File: config.mk
export PLATFORM = sky130hd
export DESIGN_NAME = uart_tx_bridge
export DESIGN_NICKNAME = d
export VERILOG_FILES = /design/src/rtl/uart_tx_bridge.sv
export SDC_FILE = /design/constraint.sdc
export NUM_CORES = 1
export LEC_CHECK = 0
export CAP_MARGIN = 40
export CORE_MARGIN = 2
export CORE_UTILIZATION = 50
export DETAILED_ROUTE_END_ITERATION = 10
export PLACE_DENSITY_LB_ADDON = 0.3
export SLEW_MARGIN = 25
export SYNTH_ARGS = -nofsm -noshare
export SYNTH_HDL_FRONTEND = slang
export SYNTH_SLANG_ARGS = --single-unit
File: constraint.sdc
create_clock -name CLK -period 8.15 [get_ports CLK]
set_input_delay 0.815 -clock CLK [delete_from_list [all_inputs] [get_ports CLK]]
set_output_delay 0.815 -clock CLK [all_outputs]
set_load 0.02 [all_outputs]
File: src/rtl/uart_tx_bridge.sv
// Byte FIFO feeding an 8N1 serializer. UART_TX_ready provides backpressure
// so the producer stalls while the FIFO is full.
module uart_tx_bridge #(
  parameter int CLKS_PER_BIT = 868,
  parameter int FIFO_DEPTH   = 16
) (
  input  logic                          CLK,
  input  logic                          RESET,
  input  logic [7:0]                    UART_TX,
  input  logic                          UART_TX_valid,
  output logic                          UART_TX_ready,
  output logic                          TXD,
  output logic                          TX_BUSY,
  output logic [$clog2(FIFO_DEPTH):0]   FIFO_COUNT
);
  localparam int CW   = $clog2(CLKS_PER_BIT);
  localparam int PW   = $clog2(FIFO_DEPTH);
  localparam int CNTW = PW + 1;

  typedef enum logic [1:0] {S_IDLE, S_START, S_DATA, S_STOP} state_e;

  logic [7:0]      mem_q [FIFO_DEPTH];
  logic [PW-1:0]   wr_ptr_q, rd_ptr_q;
  logic [CNTW-1:0] count_q;

  state_e          state_q, state_d;
  logic [CW-1:0]   cnt_q, cnt_d;
  logic [2:0]      bit_q, bit_d;
  logic [7:0]      shift_q, shift_d;
  logic            txd_q, txd_d;
  logic            push, pop, cnt_wrap;

  // No push-through when full: ready depends only on the registered count.
  assign UART_TX_ready = ~RESET & (count_q != CNTW'(FIFO_DEPTH));
  assign push          = UART_TX_valid & UART_TX_ready;
  assign cnt_wrap      = (cnt_q == CW'(CLKS_PER_BIT - 1));

  assign TXD        = txd_q;
  assign FIFO_COUNT = count_q;
  assign TX_BUSY    = (state_q != S_IDLE) | (count_q != '0);

  always_comb begin
    state_d = state_q;
    cnt_d   = cnt_q;
    bit_d   = bit_q;
    shift_d = shift_q;
    txd_d   = txd_q;
    pop     = 1'b0;
    if (state_q != S_IDLE) cnt_d = cnt_wrap ? '0 : cnt_q + 1'b1;
    case (state_q)
      S_IDLE: begin
        txd_d = 1'b1;
        if (count_q != '0) begin
          pop     = 1'b1;
          shift_d = mem_q[rd_ptr_q];
          cnt_d   = '0;
          txd_d   = 1'b0;
          state_d = S_START;
        end
      end
      S_START: begin
        if (cnt_wrap) begin
          state_d = S_DATA;
          bit_d   = 3'd0;
          txd_d   = shift_q[0];
        end
      end
      S_DATA: begin
        if (cnt_wrap) begin
          if (bit_q == 3'd7) begin
            state_d = S_STOP;
            txd_d   = 1'b1;
          end else begin
            shift_d = {1'b0, shift_q[7:1]};
            bit_d   = bit_q + 3'd1;
            txd_d   = shift_q[1];
          end
        end
      end
      S_STOP: begin
        txd_d = 1'b1;
        if (cnt_wrap) state_d = S_IDLE;
      end
      default: state_d = S_IDLE;
    endcase
  end

  always_ff @(posedge CLK) begin
    if (RESET) begin
      state_q <= S_IDLE;
      cnt_q   <= '0;
      bit_q   <= '0;
      shift_q <= '0;
      txd_q   <= 1'b1;
    end else begin
      state_q <= state_d;
      cnt_q   <= cnt_d;
      bit_q   <= bit_d;
      shift_q <= shift_d;
      txd_q   <= txd_d;
    end
  end

  always_ff @(posedge CLK) begin
    if (RESET) begin
      wr_ptr_q <= '0;
      rd_ptr_q <= '0;
      count_q  <= '0;
    end else begin
      if (push) wr_ptr_q <= wr_ptr_q + 1'b1;
      if (pop)  rd_ptr_q <= rd_ptr_q + 1'b1;
      case ({push, pop})
        2'b10:   count_q <= count_q + 1'b1;
        2'b01:   count_q <= count_q - 1'b1;
        default: count_q <= count_q;
      endcase
    end
  end

  // Storage needs no reset; the pointers define what is valid.
  always_ff @(posedge CLK) begin
    if (push) mem_q[wr_ptr_q] <= UART_TX;
  end

endmodule
==> results by group <==
Run status
  – Outcome: finished clean

Logic synthesis
  – Largest area contributor in the netlist: edfxtp_1
  – Top-area cell type share of the netlist area: 0.544
  – Yosys cell types: 53
  – Post-synth EDFFs: 128
  – Post-Synthesis Net Count: 492
  – Synth async-reset ratio: 0
  – Cell with the most instances after synthesis: edfxtp_1
  – Commonest cells post-synth: 128 x edfxtp_1, 41 x dfxtp_1, 39 x nor2_1
  – Yosys warning total: 0
  – Synth Flop Type: edfxtp_1
  – Cell Area, Synth: 7060 um2
  – Synthesized area per cell: 15.2 um2
  – Synth top area cells: edfxtp_1 54%, dfxtp_1 12%, mux4_2 10%
  – Post-synthesis cell count: 466
  – Flop and latch count out of synthesis: 169
  – Post-synthesis sequential area ratio: 0.660

STA
  – TNS Setup: 0 ps
  – Final setup fails: 0
  – Clk_skew: 9.54 ps
  – Endpoints failing hold: 0
  – Highest clock rate: 288 MHz
  – Final slew viol count: 0
  – Relative slew slack: 0.437
  – RSZ-0062 raised after global routing: no
  – Actual slew at the worst max-slew pin: 843 ps
  – Final worst path period need: 3480 ps
  – Tcrit/Tclk final: 0.427

Hold path
  – Hold path depth: 2
  – Hold Path Class: reg2reg

Power
  – Leak: 2.65 nW
  – VDD IR max: 0.000181 V
  – Tot Pwr: 2.52 mW
  – PD cells: 313 nW/um2

Clock network
  – Clk slew on worst S/H paths: 60 ps
  – CTS max path bufs: 2
  – Worst-Skew Late Latency: 430 ps
  – CTS buffer count: 17
  – Resized Gates After CTS: 0
  – CTS sink count: 169
  – CTS root buffer: clkbuf_16
  – CTS H-tree lvls: 4
  – CTS tree: yes
  – Setup bufs post-CTS: 0
  – Post-CTS Hold Fix Bufs: 0

Drt
  – Drt wl/cell: 19.6 um
  – Post-route ant nets: 0
  – Vias per cell: 5.75
  – WL final: 13.5 mm
  – Via count: 3,948
  – Residual DRC: 0
  – Drt initial violations: 315
  – TritonRoute pass-1 iters: 5

Cells and area
  – Final core area utilization: 0.582
  – Area occupied by multi-input gates: 2220 um2
  – Non-filler cells, final: 687
  – Antenna cells: 0
  – Fin nets: 521
  – Register area: 4670 um2
  – Post-route cell area: 8050 um2
  – Filler cell count: 1,051
  – Layout cells sized above 1: 0.178
  – Area growth syn-to-layout: 13.9%

Floorplan
  – # IOs: 19
  – Die outline width: 123 um
  – Chip Height: 123 um
  – Die area: 15,100 um2
  – Initial Util: 0.511
  – Core area: 13,800 um2
  – Row count: 43

Job
  – Max cap viols: 0

Critical path
  – CP Class: in2reg
  – Worst EP arrival: 3790 ps
  – Reg2Reg Depth: 11
  – WP data required: 8460 ps
  – Worst setup SP type: primary input
  – Crit path max fanout: 33
  – Setup crit end kind: flip-flop

Global route
  – Initial antenna violation count: 0
  – Total track usage: 0.194
  – Pin count of the biggest net entering global routing: 34
  – Number of global-route vias before repair: 3,922
  – First-pass GRT wire length: 21.2 mm
  – Grt ovf: 0

Placed design
  – Port Buffers: 18
  – Routability cong.: 0.777
  – DP HPWL: 8.54 mm
  – Dpl cells: 648
  – Area after DPL: 7420 um2
==> through the flow <==
stage | hold slack [ps] | setup WS, ps
detailed placement | 466 | 4270
global route | 509 | 4450
global placement | 461 | 4370
CTS | 472 | 4710
finish | 475 | 4670
floorplan | 447 | 5130
==> logic make-up (layout without fill, tap and decap cells) <==
logic type / after synthesis / after routing / share of synthesized area
adders and majority gates: 15 / 15 / 0.0266
muxes: 49 / 49 / 0.127
AOI/OAI and AO/OA: 67 / 67 / 0.0638
DFF: 169 / 169 / 0.660
buffers and inverters: 39 / 80 / 0.0255
and+or+nand+nor: 114 / 114 / 0.0811
xor gates and xnor gates: 13 / 13 / 0.0161
==> layout make-up <==
class                      count  area share
clock inverter                14      0.0182
tap                          180      0.0280
sequential                   169       0.580
inverter                      15     0.00700
timing repair buffer          34      0.0379
clock buffer                  17      0.0529
multi-input combinational    258       0.276
==> routing by layer <==
layer  vias to the layer above  track usage  share of wire
li1                       1855            -              -
met1                      1967        0.258           0.44
met2                       110        0.316           0.50
met3                        16       0.0530          0.049
met4                         0       0.0546          0.012
met5                         -            0              0
==> registers in the layout (all words and copies together), names as in the netlist, named ones only <==
name / flops
FIFO_COUNT: 5
TXD: 1
bit_q: 3
cnt_q: 10
mem_q: 128
rd_ptr_q: 4
shift_q: 8
state_q: 2
wr_ptr_q: 4
==> critical path: stages <==
cell	delay [ps]
clkdlybuf4s50_1	400
buf_4	240
a211oi_2	580
inv_1	180
ha_1	350
xor2_1	180
ha_1	240
a21o_1	180
nand2_1	60
a21oi_1	60
o21bai_1	150
mux2_2	340
==> power by group <==
part           internal [mW]  switching, mW  leakage (nW)  total [mW]
Combinational          0.315          0.396         0.887       0.710
Clock                  0.451          0.329         0.275       0.780
Sequential             0.981         0.0495          1.49        1.03
Total                   1.75          0.775          2.65        2.52
==> cells in the final DEF, fill, tap and decap left out, types with 2 or more instances in the layout <==
cell             count
edfxtp_1           128
dfxtp_1             40
nor2_1              39
mux4_2              32
nand2_1             26
clkdlybuf4s50_1     18
clkbuf_16           17
ha_1                15
inv_1               14
o21ai_0             14
mux2i_1             14
buf_4               14
a21oi_1             13
xor2_1               8
a31oi_1              8
nor2b_1              8
a211oi_1             7
a211o_1              7
nand2b_1             5
nor3_1               5
nand3_1              5
xnor2_1              5
or3_1                4
or4_1                3
and2_1               3
and3_1               3
a311oi_1             3
nand4_1              3
mux2_2               3
inv_6                3
clkinv_1             3
a211oi_2             2
nand4bb_1            2
o22ai_1              2
clkinvlp_4           2
bufinv_16            2
clkinv_4             2
==> worst paths after layout <==
kind	start	to	slack, ps
worst max-delay path	RESET	FIFO_COUNT[4]	4670
worst min-delay path	shift_q[2]	shift_q[1]	470
worst max register to register	FIFO_COUNT[1]	FIFO_COUNT[4]	5030
worst min register to register	shift_q[2]	shift_q[1]	470
Power figures use the tool's default switching activity.
